--- src/rtl/arith_pkg.sv ---
// Shared arithmetic-datapath constants: FSM state encoding, default operand width,
// and the counter-width helper used by the iterative multiplier and divider.
package arith_pkg;

   localparam logic [1:0] ST_IDLE = 2'd0;
   localparam logic [1:0] ST_RUN  = 2'd1;
   localparam logic [1:0] ST_DONE = 2'd2;

   localparam int unsigned ARITH_WIDTH = 16;

   // Bits needed to hold values 0 .. value-1.
   function automatic int unsigned clog2(input int unsigned value);
      int unsigned result;
      result = 0;
      while ((64'd1 << result) < 64'(value)) begin
         result = result + 1;
      end
      return result;
   endfunction

endpackage

--- src/rtl/seq_mul_core.sv ---
// Shift-add datapath: accumulator, multiplier shift register and iteration counter.
// One multiplier bit is retired per step; p_next_o is the working register after the step.
module seq_mul_core
   import arith_pkg::*;
#(
   parameter int unsigned WIDTH = ARITH_WIDTH
) (
   input  logic               clk,
   input  logic               rst_n,
   input  logic               load_i,
   input  logic               step_i,
   input  logic [WIDTH-1:0]   mcand_i,
   input  logic [WIDTH-1:0]   mplr_i,
   output logic               last_o,
   output logic [2*WIDTH-1:0] p_next_o
);

   localparam int unsigned CntW = clog2(WIDTH + 1);

   logic [WIDTH:0]   acc_q, acc_d;
   logic [WIDTH:0]   sum;
   logic [WIDTH-1:0] mcand_q, mcand_d;
   logic [WIDTH-1:0] mplr_q, mplr_d;
   logic [CntW-1:0]  cnt_q, cnt_d;

   always_comb begin
      sum      = acc_q + (mplr_q[0] ? {1'b0, mcand_q} : '0);
      // Low 2*WIDTH bits of {sum, mplr} >> 1; the top bit is always zero after the shift.
      p_next_o = {sum[WIDTH:1], sum[0], mplr_q[WIDTH-1:1]};
      last_o   = (cnt_q == CntW'(1));

      acc_d   = acc_q;
      mcand_d = mcand_q;
      mplr_d  = mplr_q;
      cnt_d   = cnt_q;
      if (load_i) begin
         acc_d   = '0;
         mcand_d = mcand_i;
         mplr_d  = mplr_i;
         cnt_d   = CntW'(WIDTH);
      end else if (step_i) begin
         acc_d  = {1'b0, sum[WIDTH:1]};
         mplr_d = {sum[0], mplr_q[WIDTH-1:1]};
         cnt_d  = cnt_q - CntW'(1);
      end
   end

   always_ff @(posedge clk or negedge rst_n) begin
      if (!rst_n) begin
         acc_q   <= '0;
         mcand_q <= '0;
         mplr_q  <= '0;
         cnt_q   <= '0;
      end else begin
         acc_q   <= acc_d;
         mcand_q <= mcand_d;
         mplr_q  <= mplr_d;
         cnt_q   <= cnt_d;
      end
   end

endmodule

--- src/rtl/seq_multiplier.sv ---
// Iterative multiplier top: start/done handshake FSM, result register and optional
// two's-complement wrapper enabled by defining SEQ_MUL_SIGNED_EN.
module seq_multiplier
   import arith_pkg::*;
#(
   parameter int unsigned WIDTH = ARITH_WIDTH
) (
   input  logic               clk,
   input  logic               rst_n,
   input  logic               start,
   input  logic [WIDTH-1:0]   multiplicand,
   input  logic [WIDTH-1:0]   multiplier,
   output logic               ready,
   output logic               busy,
   output logic               done,
   output logic [2*WIDTH-1:0] product
);

   logic [1:0]         state_q, state_d;
   logic [2*WIDTH-1:0] product_q, product_d;
   logic [2*WIDTH-1:0] p_next;
   logic [2*WIDTH-1:0] result;
   logic [WIDTH-1:0]   op_a, op_b;
   logic               accept;
   logic               step;
   logic               last;

   assign ready   = (state_q != ST_RUN);
   assign busy    = (state_q == ST_RUN);
   assign done    = (state_q == ST_DONE);
   assign product = product_q;
   assign accept  = ready & start;
   assign step    = busy;

`ifdef SEQ_MUL_SIGNED_EN
   logic neg_q, neg_d;

   // Unary minus of the most-negative value wraps to itself, which is the right magnitude.
   assign op_a   = multiplicand[WIDTH-1] ? -multiplicand : multiplicand;
   assign op_b   = multiplier[WIDTH-1] ? -multiplier : multiplier;
   assign neg_d  = accept ? (multiplicand[WIDTH-1] ^ multiplier[WIDTH-1]) : neg_q;
   assign result = neg_q ? -p_next : p_next;

   always_ff @(posedge clk or negedge rst_n) begin
      if (!rst_n) begin
         neg_q <= 1'b0;
      end else begin
         neg_q <= neg_d;
      end
   end
`else
   assign op_a   = multiplicand;
   assign op_b   = multiplier;
   assign result = p_next;
`endif

   seq_mul_core #(
      .WIDTH (WIDTH)
   ) u_core (
      .clk      (clk),
      .rst_n    (rst_n),
      .load_i   (accept),
      .step_i   (step),
      .mcand_i  (op_a),
      .mplr_i   (op_b),
      .last_o   (last),
      .p_next_o (p_next)
   );

   always_comb begin
      state_d   = state_q;
      product_d = product_q;
      case (state_q)
         ST_IDLE: begin
            if (accept) state_d = ST_RUN;
         end
         ST_RUN: begin
            if (last) begin
               state_d   = ST_DONE;
               product_d = result;
            end
         end
         ST_DONE: begin
            state_d = accept ? ST_RUN : ST_IDLE;
         end
         default: state_d = ST_IDLE;
      endcase
   end

   always_ff @(posedge clk or negedge rst_n) begin
      if (!rst_n) begin
         state_q   <= ST_IDLE;
         product_q <= '0;
      end else begin
         state_q   <= state_d;
         product_q <= product_d;
      end
   end

endmodule

--- config.mk ---
export PLATFORM = sky130hd
export DESIGN_NAME = seq_multiplier
export DESIGN_NICKNAME = d
export VERILOG_FILES = /design/src/rtl/arith_pkg.sv /design/src/rtl/seq_mul_core.sv /design/src/rtl/seq_multiplier.sv
export SDC_FILE = /design/constraint.sdc
export NUM_CORES = 1
export LEC_CHECK = 0
export CAP_MARGIN = 20
export CELL_PAD_IN_SITES_DETAIL_PLACEMENT = 1
export CELL_PAD_IN_SITES_GLOBAL_PLACEMENT = 1
export CORE_ASPECT_RATIO = 0.75
export CORE_MARGIN = 3
export CORE_UTILIZATION = 38
export DETAILED_ROUTE_END_ITERATION = 16
export PLACE_DENSITY_LB_ADDON = 0.1
export SLEW_MARGIN = 40
export SYNTH_ARGS = -nofsm -noshare
export SYNTH_HDL_FRONTEND = slang
export SYNTH_SLANG_ARGS = --single-unit
--- constraint.sdc ---
create_clock -name clk -period 2.5 [get_ports clk]
set_input_delay 0.5 -clock clk [delete_from_list [all_inputs] [get_ports clk]]
set_output_delay 0.5 -clock clk [all_outputs]
set_load 0.02 [all_outputs]
# Word-level counts from Yosys, hierarchy flattened
# Cells that the tools add are included.
[op_classes] add_sub_neg=2 eq_ne=6 n_mux=11 bitwise=1 reduce_logical=4
[op_table] cell="two-way mux 16 bit" n=3
[op_table] cell="two-way mux 17 bit" n=2
[op_table] cell="adder 17 bit" n=1
[op_table] cell="two-way mux 5 bit" n=2
[op_table] cell="one-hot mux 2 bit (3 select lines)" n=1
[op_table] cell="== test 5 x 1 -> 1 bit (second input constant)" n=1
[op_table] cell="subtractor 5 x 1 -> 5 bit (second input constant)" n=1
[op_table] cell="two-way mux 2 bit" n=2
[op_table] cell="!= test 2 x 1 -> 1 bit (second input constant)" n=2
[op_table] cell="AND reduction 2 bit" n=2
[op_table] cell="== test 2 x 1 -> 1 bit (second input constant)" n=1
[op_table] cell="== test 2 bit (second input constant)" n=1
[op_table] cell="zero test 2 bit" n=1
[op_table] cell="!= test 2 bit (second input constant)" n=1
[op_table] cell="nonzero test 2 bit" n=1
[op_table] cell="bitwise AND 1 bit" n=1
[op_table] cell="two-way mux 1 bit" n=1
[totals] reg_bits=88 in_bits=35 output_inout_bits=35 elab_cells=30

# Logic depth before layout (Yosys ltp)
[logic_depth] depth_word=4 depth_mapped=10 ltp_nobuf=9

# Hierarchy
# A second synthesis with hierarchy kept.
[hier_totals] hier_cells=405 area_unflattened_um2=4719.5
[modules_own_cells] mod="seq_mul_core" instances=1 cells_per_inst=328 area_each_um2=3311.9 seq_area_each_um2=1326.3
[modules_own_cells] mod="seq_multiplier" instances=1 cells_per_inst=77 area_each_um2=1407.6 seq_area_each_um2=850.8

# Least setup slack after synthesis
# Ideal clock, no wire load.
[synth_path] path_type="flip-flop to flip-flop" start="register u_core.mplr_q[0]" end="register product_q[25] (netlist: product[25])" setup_ns=0.069 t_arrival_ns=2.278 path_slack_ns=0.153 path_stages_with_launch=11 cell_sequence="dfrtp_1 > clkbuf_1 > and2_1 > ha_1 > inv_1 > fa_1 > nand2b_1 > a21oi_2 > o21ai_2 > or4_1 > nand3_1"
[synth_between] elab_chain_cells=2
[synth_lines] element="from (decl)" line_no="seq_mul_core.sv:23" source="logic [WIDTH-1:0] mplr_q, mplr_d;"
[synth_lines] element="from (signal assigned)" line_no="seq_mul_core.sv:57" source="mplr_q <= mplr_d;"
[synth_lines] element="two-way mux 16 bit" line_no="seq_mul_core.sv:27" source="sum = acc_q + (mplr_q[0] ? {1'b0, mcand_q} : '0);"
[synth_lines] element="adder 17 bit" line_no="seq_mul_core.sv:27"
[synth_lines] element="to (signal assigned)" line_no="seq_multiplier.sv:96" source="product_q <= product_d;"
[synth_lines] element="to (decl)" line_no="seq_multiplier.sv:20" source="logic [2*WIDTH-1:0] product_q, product_d;"
# No other way between the ends.
# A chain may end at the register's enable or synchronous reset.

# Worst setup path in the final report
[layout_path] start="register u_core.mplr_q[0]" end="register product_q[27] (netlist: product[27])"
# Same word-level chain as after synthesis.

==> impl_metrics.ini <==
[placement]
gp_congestion = 0.872
io_buffer_count = 69
place_inst = 679
dp_hpwl_um = 8920

[global_route]
busiest_layer = met2
grt_use_met2_pct = 29.4
grt_pass1_wl_um = 20200
grt_max_degree = 50
first_global_vias = 3847
overflow = 0
antenna_found_initial = 0
grt_use_met3_pct = 4.21
grt_use_total_pct = 19.1
grtUsageMet1_pct = 28.0

[pwr]
pwr_density_cell_nw_per_um2 = 1300
ir_drop_mv = 0.598
p_leak_nw = 2.54
finalPower_w = 0.00751

[yosys]
synth-compound-area-share_pct = 14.7
synth-simple-area-share_pct = 18.5
avgSynthCellArea_sq_um = 9.75
ys_ff_latch = 87
syn_nets = 514
synth_edf_count = 0
synthMuxAreaShare_pct = 7.84
synth_fa_ha_area_share_pct = 5.47
syn_area_sq_um = 4480
synth_top_family_by_area = simple AND/OR/NAND/NOR gates
synth_xor_area_share_pct = 1.56
ys_seq_area_share_pct = 48.6
synth_cell_types = 54
ys.flop_type = dfrtp_1
async_flop_share_pct = 100
yosysWarnings = 0
synthCells = 460

[clock_network]
cts_resized = 0
path_clk_slew_ns = 0.06
cts_setup_buffers = 0
cts_sinks = 87
cts_hold_buf = 0
cts_made_buffers = 9
root_buffer = clkbuf_16
clkLatencyLatePin_ns = 0.33
cts_buffer_depth = 2
tritoncts = yes
htreeDepth = 3

[routing]
via_per_inst = 5.18
firstDrtPassIters = 4
ant_nets = 0
drc = 0
via_count = 3595
wl_um = 12100
wl_per_cell_um = 17.4
drt_iter0_markers = 222

[floorplan]
chipHeight_um = 100
rows = 33
core_area_sq_um = 11200
die-area_sq_um = 13200
io_pins = 70
initial_core_util_pct = 39.9
dieWidth_um = 131

[sta]
max_freq_ghz = 0.424
hold_viol = 0
tightestPinTransition_ns = 0.547
rsz0062_at_grt = false
finClkSkew_ns = 0.00837
layout_min_cycle_time_ns = 2.36
setup_violations = 0
finalCritPeriodShare_pct = 94.4
holdWs_ns = 0.146
maxSlewHeadroom_pct = 63.6
drv_slew = 0
tns_ns = 0

[critical_path]
cp.required_ns = 2.73
crit_path_start_kind = flop
critical_path_class = reg -> reg
path_max_fanout = 8
end_kind = flop
critPathArrivalTime_ns = 2.60

[cells_and_area]
area_growth_pct = 28.5
n_antenna_cell = 0
layout.cells.non_filler = 694
drive_gt1_share_pct = 12.3
layout.nets = 587

[run]
max_cap_viol_count = 0

[worst_hold_path]
hp-class = in -> async

[status]
status = complete, no violations
cell type report:
cell class	instances	area [sq um]
Clock buffer	11	233
Clock inverter	4	95.1
Fill cell	1281	5470
Inverter	11	41.3
Multi-Input combinational cell	338	2170
Sequential cell	87	2180
Tap cell	157	196
Timing Repair Buffer	86	841
report_power, final:
group	switching [W]	total, W	internal, W
Clock	0.000536	0.00151	0.000971
Combinational	0.00202	0.00351	0.00149
Sequential	0.000435	0.00249	0.00206
Total	0.00299	0.00751	0.00452
metrics by stage:
stage	util [%]	setup WS [ns]	area, sq um
after floorplan	-	0.153	4480
after global routing	51.3	0.0137	5760
final	51.3	0.139	5760
after detailed placement	48.2	0.0825	5410
after global placement	48.2	0.177	5410
after CTS	51.1	0.0746	5740
state kept, by name, summed over array words and instances (netlist names):
register        cells
product            32
u_core.cnt_q        5
u_core.mplr_q      16
state_q             2
u_core.mcand_q     16
u_core.acc_q       16
synthesized netlist by cell type, types with 5 or more instances:
cell,instances,area share [%]
or4_1,5,0.84
a21oi_1,15,1.7
o21ai_0,37,4.1
mux2_2,16,4.0
a31oi_1,5,0.70
nor3_1,5,0.56
o31ai_1,9,1.5
ha_1,18,5.0
o211ai_1,5,0.84
dfrtp_1,87,49
buf_2,14,1.6
nor2_1,11,0.92
and2_1,16,2.2
nand2_1,98,8.2
clkbuf_1,5,0.42
xor2_1,7,1.4
nand3_1,22,2.5
inv_1,9,0.75
mux2i_1,16,3.6
critical path, cell delays in order, from the launching register on:
cell and delay (ns):
dfrtp_2 0.44, buf_4 0.17, and2_1 0.14, ha_1 0.38, a21oi_2 0.25, nand2_1 0.12
o211ai_1 0.36, a21oi_1 0.16, o31ai_1 0.25
logic make-up after synthesis:
family	Yosys count
xor gates and xnor gates	8
and+or+nand+nor	176
adders and majority gates	19
buffers and inverters	35
DFF	87
AOI/OAI and AO/OA	102
muxes	33
per-layer routing:
metal	vias to the layer above	routed length (um)
li1	1773	-
met2	62	5340
met3	7	490
met1	1753	6190
met5	-	0
met4	0	76
cells in the final DEF (no fill, tap or decap), drive strengths merged, types with 4 or more instances in the layout:
| cell type | count |
|---|---|
| a21oi | 19 |
| a31oi | 5 |
| and2 | 16 |
| buf | 18 |
| clkbuf | 11 |
| clkdlybuf4s50 | 68 |
| dfrtp | 87 |
| ha | 18 |
| inv | 10 |
| mux2 | 17 |
| mux2i | 16 |
| nand2 | 99 |
| nand2b | 4 |
| nand3 | 22 |
| nand4 | 5 |
| nor2 | 12 |
| nor3 | 5 |
| o2111ai | 4 |
| o211ai | 5 |
| o21a | 4 |
| o21ai | 43 |
| o31ai | 9 |
| or4 | 5 |
| xor2 | 7 |
path summary, 6_finish.rpt:
| path | start | end | slack, ns | cells past startpoint |
|---|---|---|---|---|
| worst max-delay path | u_core.mplr_q[0]$_DFFE_PN0P_ | product[27]$_DFFE_PN0P_ | 0.14 | 8 |
| worst min-delay path | rst_n | product[11]$_DFFE_PN0P_ | 0.15 | 1 |
| worst max register to register | u_core.mplr_q[0]$_DFFE_PN0P_ | product[27]$_DFFE_PN0P_ | 0.14 | 8 |
| worst min register to register | product[11]$_DFFE_PN0P_ | product[11]$_DFFE_PN0P_ | 0.47 | 2 |
| max in group asynchronous | rst_n | u_core.mplr_q[0]$_DFFE_PN0P_ | 1.66 | 2 |
| min in group clk | product[11]$_DFFE_PN0P_ | product[11]$_DFFE_PN0P_ | 0.47 | 2 |
(Power assumes the default switching activity.)
